--- src/rtl/dbf_fine_apod.sv ---
// Fine-delay interpolator and apodisation weighting for one DBF channel.
// Define DBF_APOD_EN to multiply by apo_din; otherwise a unity weight (shift) is applied.
module dbf_fine_apod #(
  parameter int INPUT_WD = 14,
  parameter int APO_WD   = 16,
  parameter int FRAC_WD  = 8,
  parameter int ADDR_WD  = 6,
  parameter int ZONE_LEN = 16
) (
  input  logic                clk,
  input  logic                rst_n,
  input  logic                tx_en,
  input  logic                start,
  input  logic [INPUT_WD-1:0] fine_din,
  input  logic                fine_din_valid,
  input  logic [ADDR_WD-1:0]  lut_addr,
  input  logic                lut_we,
  input  logic [FRAC_WD-1:0]  lut_wdata,
  input  logic [APO_WD-1:0]   apo_din,
  output logic [31:0]         dbf_ch_dout,
  output logic                dbf_ch_dout_valid
);

  localparam int DIFF_WD = INPUT_WD + 1;
  localparam int PROD_WD = DIFF_WD + FRAC_WD + 1;
  localparam int CNT_WD  = (ZONE_LEN > 1) ? $clog2(ZONE_LEN) : 1;

  localparam logic [1:0] IDLE  = 2'd0;
  localparam logic [1:0] PRIME = 2'd1;
  localparam logic [1:0] RUN   = 2'd2;

  localparam logic [ADDR_WD-1:0]        PTR_MAX = '1;
  localparam logic [CNT_WD-1:0]         CNT_END = CNT_WD'(ZONE_LEN - 1);
  localparam logic signed [PROD_WD-1:0] ROUND   = PROD_WD'(2 ** (FRAC_WD - 1));

  logic [1:0]          state_reg, state_next;
  logic                start_d_reg;
  logic [ADDR_WD-1:0]  zone_ptr_reg, zone_ptr_next;
  logic [CNT_WD-1:0]   zone_cnt_reg, zone_cnt_next;
  logic [INPUT_WD-1:0] x_prev_reg, x_prev_next;
  logic                accept;
  logic                run_accept;

  logic [FRAC_WD-1:0]  lut_mem [2**ADDR_WD];
  logic [FRAC_WD-1:0]  frac_rd_reg;

  logic                       s1_valid_reg, s2_valid_reg, s3_valid_reg;
  logic signed [DIFF_WD-1:0]  s1_diff_reg;
  logic [FRAC_WD-1:0]         s1_frac_reg;
  logic [INPUT_WD-1:0]        s1_xprev_reg, s2_xprev_reg;
  logic signed [PROD_WD-1:0]  s2_prod_reg;
  logic signed [DIFF_WD-1:0]  s3_interp_reg;
  logic signed [31:0]         interp_ext;
  logic signed [31:0]         weighted;

  // A window closing (start low) takes priority over a sample in the same cycle.
  assign accept     = fine_din_valid && !tx_en && start &&
                      (state_reg == PRIME || state_reg == RUN);
  assign run_accept = accept && (state_reg == RUN);

  always_comb begin
    state_next    = state_reg;
    zone_ptr_next = zone_ptr_reg;
    zone_cnt_next = zone_cnt_reg;
    x_prev_next   = x_prev_reg;
    case (state_reg)
      IDLE: begin
        if (start && !start_d_reg && !tx_en) state_next = PRIME;
      end
      PRIME, RUN: begin
        if (!start) begin
          state_next    = IDLE;
          zone_ptr_next = '0;
          zone_cnt_next = '0;
          x_prev_next   = '0;
        end else if (accept) begin
          state_next  = RUN;
          x_prev_next = fine_din;
          if (state_reg == RUN) begin
            if (zone_cnt_reg == CNT_END) begin
              zone_cnt_next = '0;
              if (zone_ptr_reg != PTR_MAX) zone_ptr_next = zone_ptr_reg + ADDR_WD'(1);
            end else begin
              zone_cnt_next = zone_cnt_reg + CNT_WD'(1);
            end
          end
        end
      end
      default: state_next = IDLE;
    endcase
  end

  // start_d resets high so a start held through reset is not seen as a new window.
  always_ff @(posedge clk or negedge rst_n) begin
    if (!rst_n) begin
      state_reg    <= IDLE;
      start_d_reg  <= 1'b1;
      zone_ptr_reg <= '0;
      zone_cnt_reg <= '0;
      x_prev_reg   <= '0;
    end else begin
      state_reg    <= state_next;
      start_d_reg  <= start;
      zone_ptr_reg <= zone_ptr_next;
      zone_cnt_reg <= zone_cnt_next;
      x_prev_reg   <= x_prev_next;
    end
  end

  // Reading at the next pointer keeps frac_rd_reg aligned with zone_ptr_reg.
  always_ff @(posedge clk) begin
    if (lut_we && state_reg == IDLE) lut_mem[lut_addr] <= lut_wdata;
    frac_rd_reg <= lut_mem[zone_ptr_next];
  end

`ifdef DBF_APOD_EN
  logic [APO_WD-1:0] s1_apo_reg, s2_apo_reg, s3_apo_reg;

  always_ff @(posedge clk or negedge rst_n) begin
    if (!rst_n) begin
      s1_apo_reg <= '0;
      s2_apo_reg <= '0;
      s3_apo_reg <= '0;
    end else begin
      s1_apo_reg <= apo_din;
      s2_apo_reg <= s1_apo_reg;
      s3_apo_reg <= s2_apo_reg;
    end
  end

  assign weighted = interp_ext *
                    $signed({{(32-APO_WD){s3_apo_reg[APO_WD-1]}}, s3_apo_reg});
`else
  logic unused_apo;
  assign unused_apo = ^apo_din;
  assign weighted   = interp_ext <<< (APO_WD - 1);
`endif

  assign interp_ext = $signed({{(32-DIFF_WD){s3_interp_reg[DIFF_WD-1]}}, s3_interp_reg});

  always_ff @(posedge clk or negedge rst_n) begin
    if (!rst_n) begin
      s1_valid_reg      <= 1'b0;
      s1_diff_reg       <= '0;
      s1_frac_reg       <= '0;
      s1_xprev_reg      <= '0;
      s2_valid_reg      <= 1'b0;
      s2_prod_reg       <= '0;
      s2_xprev_reg      <= '0;
      s3_valid_reg      <= 1'b0;
      s3_interp_reg     <= '0;
      dbf_ch_dout       <= '0;
      dbf_ch_dout_valid <= 1'b0;
    end else begin
      s1_valid_reg <= run_accept;
      s1_diff_reg  <= $signed({fine_din[INPUT_WD-1], fine_din}) -
                      $signed({x_prev_reg[INPUT_WD-1], x_prev_reg});
      s1_frac_reg  <= frac_rd_reg;
      s1_xprev_reg <= x_prev_reg;

      s2_valid_reg <= s1_valid_reg;
      s2_prod_reg  <= $signed({{(FRAC_WD+1){s1_diff_reg[DIFF_WD-1]}}, s1_diff_reg}) *
                      $signed({{DIFF_WD{1'b0}}, s1_frac_reg});
      s2_xprev_reg <= s1_xprev_reg;

      // Round half up, then arithmetic shift back to sample scale.
      s3_valid_reg  <= s2_valid_reg;
      s3_interp_reg <= DIFF_WD'($signed({{(PROD_WD-INPUT_WD){s2_xprev_reg[INPUT_WD-1]}},
                                          s2_xprev_reg}) +
                                ((s2_prod_reg + ROUND) >>> FRAC_WD));

      dbf_ch_dout_valid <= s3_valid_reg;
      dbf_ch_dout       <= s3_valid_reg ? weighted : 32'sd0;
    end
  end

endmodule

--- config.mk ---
export PLATFORM = sky130hd
export DESIGN_NAME = dbf_fine_apod
export DESIGN_NICKNAME = d
export VERILOG_FILES = /design/src/rtl/dbf_fine_apod.sv
export SDC_FILE = /design/constraint.sdc
export NUM_CORES = 1
export LEC_CHECK = 0
export CORE_MARGIN = 3
export CORE_UTILIZATION = 44
export CTS_BUF_LIST = sky130_fd_sc_hd__clkbuf_8
export DETAILED_ROUTE_END_ITERATION = 7
export PLACE_DENSITY = 0.6
export SKIP_CTS_REPAIR_TIMING = 1
export SLEW_MARGIN = 10
export SYNTH_ARGS = -nofsm -noshare
export SYNTH_HDL_FRONTEND = slang
export SYNTH_SLANG_ARGS = --single-unit
--- constraint.sdc ---
create_clock -name clk -period 13.5 [get_ports clk]
set_clock_uncertainty 0.1 [all_clocks]
set_input_delay 1.35 -clock clk [delete_from_list [all_inputs] [get_ports clk]]
set_output_delay 1.35 -clock clk [all_outputs]
set_load 0.02 [all_outputs]
==> flow_summary_export.csv <==
group,metric,value,unit
outcome,outcome,"finished clean",
global_routing,grt_pass1_vias,16800,
yosys,ys.flop_type,"edfxtp_1",
yosys,syn_area_per_cell,15.6,sq um
critical_path,cpPeakStageDelay,0.75,ns
yosys,postSynthCellCount,1890,
cells_and_area,largest_reg_flops,512,
die,dieArea,70100,sq um
die,fp.coreArea,66000,sq um
die,start_util,0.446,
yosys,synth_common_cells,"edfxtp_1 (512), inv_1 (167), dfrtp_1 (127), mux4_2 (112)",
placement,dpl_worst_slack,6.72,ns
timing,max_freq,0.167,GHz
critical_path,worstPathCellList,"clkdlybuf4s50_1, nand4b_1, a311oi_2, or2_2, nand2_2, inv_6, buf_4, mux4_2, a22oi_1, nand2_1, a21oi_1, o211ai_1",
clock_tree,cts_sinks,648,
critical_path,end_kind,"register",
placement,globalplace.congestion,0.804,
clock_tree,cts_buffer_depth,3,
yosys,ys_types,65,
cells_and_area,drive_above_1_share,0.146,
die,die_w,265,um
clock_tree,worstSkewPairLatency,0.68,ns
critical_path,crit_family,"buffers and inverters",
routing,drtPass1Iterations,5,
die,die_h,265,um
critical_path,critPathBufInv,3,
timing,finalHoldViolCount,0,
yosys,yosysSeqAreaShare,0.636,
die,core.rowCount,94,
timing,setup_tns,0,ns
placement,dp_hpwl,40300,um
timing,min_period,6.00,ns
yosys,ys_warn_count,0,
timing,slew_viol_final,0,
global_routing,antenna_found_initial,0,
critical_path,cp.arrival,6.46,ns
clock_tree,numCtsBuffers,105,
yosys,synth_top_area_frac,0.522,
die,pin_count,83,
yosys,synth_edf_count,512,
timing,relSlewSlack,0.209,
timing,rsz0062_at_grt,"false",
clock_tree,h-tree-depth,3,
timing,setup_viol,0,
routing,vias,15800,
yosys,yosysTopAreaCell,"edfxtp_1",
routing,wl_per_cell,21.2,um
cells_and_area,fin_nets,2218,
critical_path,critPathMaxFanout,51,
global_routing,grt_pass1_wl,97200,um
yosys,synth_area,29400,sq um
cells_and_area,synthToLayoutAreaGrowth,11.1,%
routing,drt-initial-drc-count,1137,
critical_path,crit_path_top_delay_cell,"clkdlybuf4s50_1",
yosys,synth-async-reset-ratio,0.198,
global_routing,overflow,0,
run,maxCapViolCount,0,
worst_hold_path,worstHoldPathType,"reg -> reg",
cells_and_area,n_antenna_cell,0,
yosys,synth-seq-cells,648,
cells_and_area,multi_input_area,9720,sq um
cells_and_area,fillCellCount,5636,
routing,drc,0,
global_routing,track_usage,0.181,
critical_path,worstPathRequired,13.96,ns
clock_tree,path_clk_slew,0.06,ns
placement,port_buffers,51,
yosys,yosys.cell_count.top_type,"edfxtp_1",
routing,drt-total-wl,62300,um
routing,vias_per_cell,5.38,
clock_tree,clockRootBuffer,"clkbuf_8",
yosys,yosys-top-cells-area,"edfxtp_1 (52%), dfrtp_1 (11%), mux4_2 (8.6%), fa_1 (6.5%), ha_1 (3.2%)",
critical_path,crit_type,"in -> reg",
routing,ant_nets,0,
global_routing,grt_max_degree,84,
clock_tree,cts_tree,"built",
critical_path,start_kind,"input pin",
cells_and_area,regArea,18700,sq um
timing,timing.final.crit_share,0.444,
timing,fin_ws,7.50,ns
timing,worst_slew_pin_slew,1.19,ns
[worst paths after layout]
check	startpoint	to	slack [ns]	cells after the start
worst max-delay path	start	frac_rd_reg[4]	7.50	12
worst min-delay path	frac_rd_reg[3]	s1_frac_reg[3]	0.23	0
worst max register to register	state_reg[1]	frac_rd_reg[4]	7.94	13
worst min register to register	frac_rd_reg[3]	s1_frac_reg[3]	0.23	0
max in group asynchronous	rst_n	s2_xprev_reg[8]	11.30	2
min in group asynchronous	rst_n	zone_ptr_reg[5]	0.57	1
[layer usage]
metal	wire, um	up-vias	track usage
met5	0	-	0
met4	1620	0	0.0547
met3	3380	116	0.0371
met2	31700	396	0.314
met1	25600	8161	0.232
li1	-	7140	-
[logic make-up (layout without fill, tap and decap cells)]
group	count (synthesis)	count (layout)	share of synthesized area
other cells	1	15	0.000127
flops	648	648	0.636
compound gates	230	230	0.0528
simple gates	399	399	0.0669
fa+ha+maj	171	171	0.0969
buf+inv	249	420	0.0360
mux	137	137	0.0945
xor+xnor	55	55	0.0164
[cell type report]
class	instances	share of cell area
Clock buffer	114	0.0480
Multi-Input combinational cell	1007	0.297
Inverter	170	0.0197
Sequential cell	648	0.573
Tap cell	864	0.0330
Timing Repair Buffer	65	0.0176
Clock inverter	71	0.0119
[metrics by stage]
step                utilization  instance area (sq um)  hold WS, ns  std cells
finish                    0.496                  32700        0.231       2939
global route              0.496                  32700        0.238       2939
CTS                       0.496                  32700        0.232       2939
detailed placement        0.466                  30800        0.223       2754
global placement          0.466                  30800        0.225       2754
floorplan                     -                  29500        0.216       1904
[placed cells by master (no fill, tap or decap), types with 19 or more instances in the layout]
| cell type | synthesis | final |
|---|---|---|
| clkdlybuf4s50_1 | 0 | 42 |
| o21ai_0 | 25 | 25 |
| edfxtp_1 | 512 | 512 |
| and2_1 | 94 | 94 |
| mux4_2 | 112 | 112 |
| fa_1 | 95 | 95 |
| a22o_1 | 31 | 31 |
| nand3_1 | 19 | 19 |
| clkbuf_8 | 0 | 114 |
| nor2_1 | 102 | 100 |
| nand2_1 | 102 | 102 |
| dfrtp_1 | 127 | 127 |
| clkinv_1 | 0 | 23 |
| inv_1 | 167 | 191 |
| xnor2_1 | 45 | 45 |
| ha_1 | 76 | 76 |
| a22oi_1 | 32 | 32 |
| a21oi_1 | 58 | 58 |
Power is not shown: default switching activity piles up to over one toggle a cycle in this logic, so the estimate is an artifact.
